===== src/rtl/fir_tap_window.sv =====
// Sample delay line for a symmetric FIR: holds the last TAPS samples and
// presents them as one flattened window behind a valid/ready handshake.
module fir_tap_window #(
    parameter int W          = 12,
    parameter int TAPS       = 39,
    parameter int ZERO_PRIME = 0
) (
    input  logic                         clock,
    input  logic                         reset,
    input  logic                         flush,
    input  logic                         in_valid,
    input  logic [W-1:0]                 in_data,
    output logic                         in_ready,
    output logic [TAPS*W-1:0]            win_data,
    output logic                         win_valid,
    input  logic                         win_ready,
    output logic [$clog2(TAPS+1)-1:0]    fill_count
);

    localparam int CW = $clog2(TAPS + 1);

    logic [TAPS*W-1:0] taps_q, taps_d;
    logic [CW-1:0]     fill_q, fill_d;
    logic              win_valid_q, win_valid_d;
    logic              accept;
    logic              win_event;

    // Stalling the producer while a window is pending keeps win_data frozen.
    assign in_ready = !flush && (!win_valid_q || win_ready);
    assign accept   = in_valid && in_ready;

    always_comb begin
        taps_d      = taps_q;
        fill_d      = fill_q;
        win_valid_d = win_valid_q;
        win_event   = 1'b0;
        if (flush) begin
            taps_d      = '0;
            fill_d      = '0;
            win_valid_d = 1'b0;
        end else begin
            if (accept) begin
                taps_d = {taps_q[(TAPS-1)*W-1:0], in_data};
                if (fill_q != CW'(TAPS)) begin
                    fill_d = fill_q + CW'(1);
                end
                win_event = (ZERO_PRIME != 0) || (fill_d == CW'(TAPS));
            end
            // A fresh window on the consuming edge keeps valid asserted.
            if (win_event) begin
                win_valid_d = 1'b1;
            end else if (win_valid_q && win_ready) begin
                win_valid_d = 1'b0;
            end
        end
    end

    always_ff @(posedge clock or posedge reset) begin
        if (reset) begin
            taps_q      <= '0;
            fill_q      <= '0;
            win_valid_q <= 1'b0;
        end else begin
            taps_q      <= taps_d;
            fill_q      <= fill_d;
            win_valid_q <= win_valid_d;
        end
    end

    assign win_data   = taps_q;
    assign win_valid  = win_valid_q;
    assign fill_count = fill_q;

endmodule


===== config.mk =====
export PLATFORM = sky130hd
export DESIGN_NAME = fir_tap_window
export DESIGN_NICKNAME = d
export VERILOG_FILES = /design/src/rtl/fir_tap_window.sv
export SDC_FILE = /design/constraint.sdc
export NUM_CORES = 1
export LEC_CHECK = 0
export CAP_MARGIN = 20
export CORE_UTILIZATION = 40
export CTS_CLUSTER_SIZE = 14
export DETAILED_ROUTE_END_ITERATION = 16
export PLACE_DENSITY = 0.68
export RECOVER_POWER = 100
export SETUP_SLACK_MARGIN = 0.2
export SLEW_MARGIN = 20
export SYNTH_ARGS = -nofsm -noshare
export SYNTH_HDL_FRONTEND = slang
export SYNTH_SLANG_ARGS = --single-unit

===== constraint.sdc =====
create_clock -name clock -period 36.1 [get_ports clock]
set_input_delay 7.22 -clock clock [delete_from_list [all_inputs] [get_ports clock]]
set_output_delay 7.22 -clock clock [all_outputs]
set_load 0.01 [all_outputs]

Word-level counts from Yosys, hierarchy flattened
Cells that the tools add are included.
- word-level logic and storage cells: 26
- bits in registers: 475
- bits of input ports: 17
- output and inout bits: 476
- equal/unequal tests: 2
- add/subtract/negate cells: 1
- mux-type cells: 12
- reductions and logical operators: 8
- operator list (operator ; number):
    two-way mux 468 bit ; 2
    two-way mux 6 bit ; 5
    adder 6 x 1 -> 6 bit, second input constant ; 1
    equality test 6 bit, second input constant ; 1
    != test 6 bit, second input constant ; 1
    two-way mux 1 bit ; 5
    logical AND 1 bit ; 3
    nonzero test 3 bit ; 1
    logical NOT 1 bit ; 2
    nonzero test 2 bit ; 1
    logical OR 1 bit ; 1

Depth between registers and ports, before layout
- word-level depth: 11
- depth in mapped cells: 7
- mapped depth without buffers: 5

Worst setup path after synthesis
Ideal clock, no wire load.
- kind: input to output
- start: in flush
- end: out in_ready
- data arrival time: 7.752 ns
- path slack: 21.128 ns
- buffers on the path: 2
- data required time: 28.880 ns
- stages: 3
- cell sequence: buf_2 clkbuf_1 nor2b_1
- cells in the longest elaborated chain, start to end: 2
- RTL lines (item ; line ; text):
    from (decl) ; 10 ; input logic flush,
    logical NOT 1 bit ; 29 ; assign in_ready = !flush && (!win_valid_q || win_ready);
    logical AND 1 bit ; 29 ;
    to (decl) ; 13 ; output logic in_ready,
No other way between the ends.

Worst setup path in the final report
- start: in in_valid
- end: reg taps_q[308] (netlist: win_data[308])
- cells in the longest elaborated chain, start to end: 2
- RTL lines (item ; line ; text):
    from (decl) ; 11 ; input logic in_valid,
    logical AND 1 bit ; 30 ; assign accept = in_valid && in_ready;
    nonzero test 2 bit (no line) ; -- ;
    to (signal assigned) ; 64 ; taps_q <= taps_d;
    to (decl) ; 22 ; logic [TAPS*W-1:0] taps_q, taps_d;
No other way between the ends.
A chain may end at the register's enable or synchronous reset.

==> results.toml <==
[timing]
timing.final.ws_setup_ns = 15.51
finalSetupViolCount = 0
tightest_slew_ns = 8.46
rsz0062_at_grt = "false"
clock-skew-final_ns = 0.0105
finalCritPeriodShare_pct = 57.0
slew_headroom_pct = -464
layout_min_cycle_time_ns = 20.59
finalHoldViolCount = 0
fmax_ghz = 0.0486
maxSlewViolCount = 1119
fin_setup_tns_ns = 0

[die]
rows = 79
die_h_um = 219
core_area_sq_um = 46600
dieArea_sq_um = 48100
ios = 493
die-width_um = 219
initial_core_util_pct = 40.6

[power_and_ir_drop]
p_comb_share_pct = 4.0
clkPwrFrac_pct = 48.0
p_seq_share_pct = 48.0
p_leak_uw = 0.0119
ir_worst_vdd_mv = 0.0420
cellPowerDensity_nw_per_um2 = 43.8
p_switching_uw = 253
cell_internal_pwr_uw = 865
swShare_pct = 22.6

[global_route]
antenna_found_initial = 1
grt_usage_pct = 23.6
grt_pass1_wl_um = 88800
grt_pass1_vias = 15300
grt_overflow = 0
grt_max_degree = 199

[synth]
ys_seq_area_share_pct = 62.9
ys_ff_latch = 475
synth_cell_types = 32
synth.avg_cell_area_sq_um = 9.11
synth.top_cell.area_share_pct = 62.9
yosysWarnings = 0
synthCells = 2074
synth_area_sq_um = 18900
yosys-top-cells-area = "dfrtp_1 (63%), nand2_1 (19%), a21oi_1 (12%)"
yosysTopAreaCell = "dfrtp_1"
synth.net_count = 2092

[cts]
hold_buffers = 0
cts-resized-gates = 0
clk_latency_ns = 0.57
htree_levels = 2
cts_buffers = 51
cts_tree = "built"
cts_sinks = 475
cts_root_buf = "clkbuf_16"
cts_buffer_depth = 3
clkTransAtPathRegs_ns = 0.06
cts_setup_buffers = 0

[outcome]
status = "complete, but fails checks"
violations = "max-capacitance violations, max-slew violations"

[placed_design]
port_buffers = 492
dp_hpwl_um = 38100
gp_congestion = 0.840
pre_cts_ws_ns = 20.27

[critical_path]
cp_slowest_cell = "clkbuf_1"
end_kind = "flop"
r2r_end = "win_data[308]"
cp_top_family = "buffers and inverters"
crit_cells = 7
cpMostUsedCell = "clkbuf_1"
cp_max_fo = 198
r2r_start = "win_valid"
r2r_cells = 7
startpoint_type = "input port"
cp-endpoint = "win_data[308]"
r2r_slack_ns = 22.37
cpPeakStageDelay_ns = 5.96
path_cells = "dlygate4sd3_1 -> and2_0 -> clkbuf_1 -> clkbuf_1 -> clkbuf_1 -> nand2_1 -> a21oi_1"
arrival_ns = 21.07
path_buf_inv = 4
critical_path_class = "input port to flop"
worst_ep_required_time_ns = 36.58
critical_path.startpoint = "in_valid"

[route]
first_iter_violations = 1407
wl_per_cell_um = 18.6
drt_pass1_iterations = 5
drc = 0
wirelength_um = 58000
antenna_left = 0
dr_total_vias = 16000
vias_per_cell = 5.12

[finish]
fillers = 4220
multi_input_area_sq_um = 6110
nets = 2497
syn_to_final_growth_pct = 35.0
num_antenna_cells = 0
seqCellArea_sq_um = 11900
drive_gt1_share_pct = 3.62

[job]
drv_cap = 13

[worst_hold_path]
hold_path.class = "flop to flop"
cells by family (layout without fill, tap and decap cells):
| logic type | Yosys count | in the layout | synth area share (%) |
|---|---|---|---|
| compound gates | 476 | 476 | 12.7 |
| xor+xnor | 3 | 3 | 0.139 |
| fa+ha+maj | 1 | 1 | 0.0662 |
| buf+inv | 158 | 601 | 4.81 |
| flops | 475 | 475 | 62.9 |
| mux | 2 | 2 | 0.106 |
| simple gates | 959 | 959 | 19.3 |
worst min path at each step:
stage                        startpoint            end  slack (ns)  cells past startpoint
after floorplan           win_data[456]  win_data[456]        0.56                      2
after global placement    win_data[458]  win_data[458]        0.51                      2
after detailed placement  win_data[464]  win_data[464]        0.52                      2
after CTS                 win_data[464]  win_data[464]        0.53                      2
after global routing      win_data[467]  win_data[467]        0.54                      2
final                     win_data[464]  win_data[464]        0.52                      2
Yosys cell counts:
cell / n
a211oi_1: 1
a21oi_1: 471
and2_1: 1
and2_4: 1
and3_1: 1
buf_2: 60
buf_4: 13
buf_6: 24
buf_8: 1
clkbuf_1: 59
dfrtp_1: 475
ha_1: 1
inv_1: 1
mux2i_1: 2
nand2_1: 939
nand2_2: 1
nand2b_1: 1
nand2b_4: 1
nand3_1: 2
nand4_1: 1
nand4b_1: 1
nor2_1: 5
nor2b_1: 1
nor3_1: 1
nor4_1: 1
o2111ai_1: 1
o211ai_1: 1
o21ai_0: 1
o22ai_1: 1
or3_1: 1
or3b_1: 1
xor2_1: 3
stage by stage:
stage	hold WS, ns	total power (uW)	instances	cell area (sq um)	utilization, %
final	0.519	1120	3124	25500	54.8
after global routing	0.543	1150	3124	25500	54.8
after CTS	0.528	1130	3123	25600	54.9
after detailed placement	0.520	593	3032	23800	51.2
after global placement	0.510	592	3032	23800	51.2
after floorplan	0.555	581	2074	18900	-
metal layers:
metal	GRT usage, %	vias up	wire length, um
met4	6.25	2	1130
li1	-	7486	-
met2	37.8	519	27800
met5	0	-	13
met1	30.8	7894	23700
met3	7.64	80	5350
state kept, by name, summed over array words and instances, names as in the netlist:
signal      cells
win_valid       1
fill_count      6
win_data      468
tightest hold or removal path, stage by stage (launching register included):
cell and delay [ns]:
dfrtp_1 0.37, nand2_1 0.05, a21oi_1 0.05
power by group through the flow:
stage                     Combinational [uW]  Clock, uW  Sequential, uW
after floorplan                         35.0          0             546
after global placement                  46.8          0             546
after detailed placement                47.2          0             546
after CTS                               47.2        548             536
after global routing                    50.5        568             536
final                                   45.1        537             536
final cells by class:
class,instances,area share [%]
multi-input cells,1441,24.0
flip-flops and latches,475,46.6
clock inverters,14,0.692
inverters,1,0.0196
repair buffers,509,19.7
clock buffers,77,6.10
well taps,607,2.98
cell usage in the layout (no fill, tap or decap), types with 2 or more instances in the layout:
cell type and instances:
clkbuf_16 53, xor2_1 3, nor2_1 5, dlygate4sd3_1 478, buf_4 6, bufinv_16 4
a21oi_1 471, clkinv_2 8, nand2_1 939, nand3_1 2, dfrtp_1 475, mux2i_1 2
clkbuf_8 14, clkbuf_1 21, clkdlybuf4s50_1 13
Note: power is estimated with default switching activity, not from simulation.
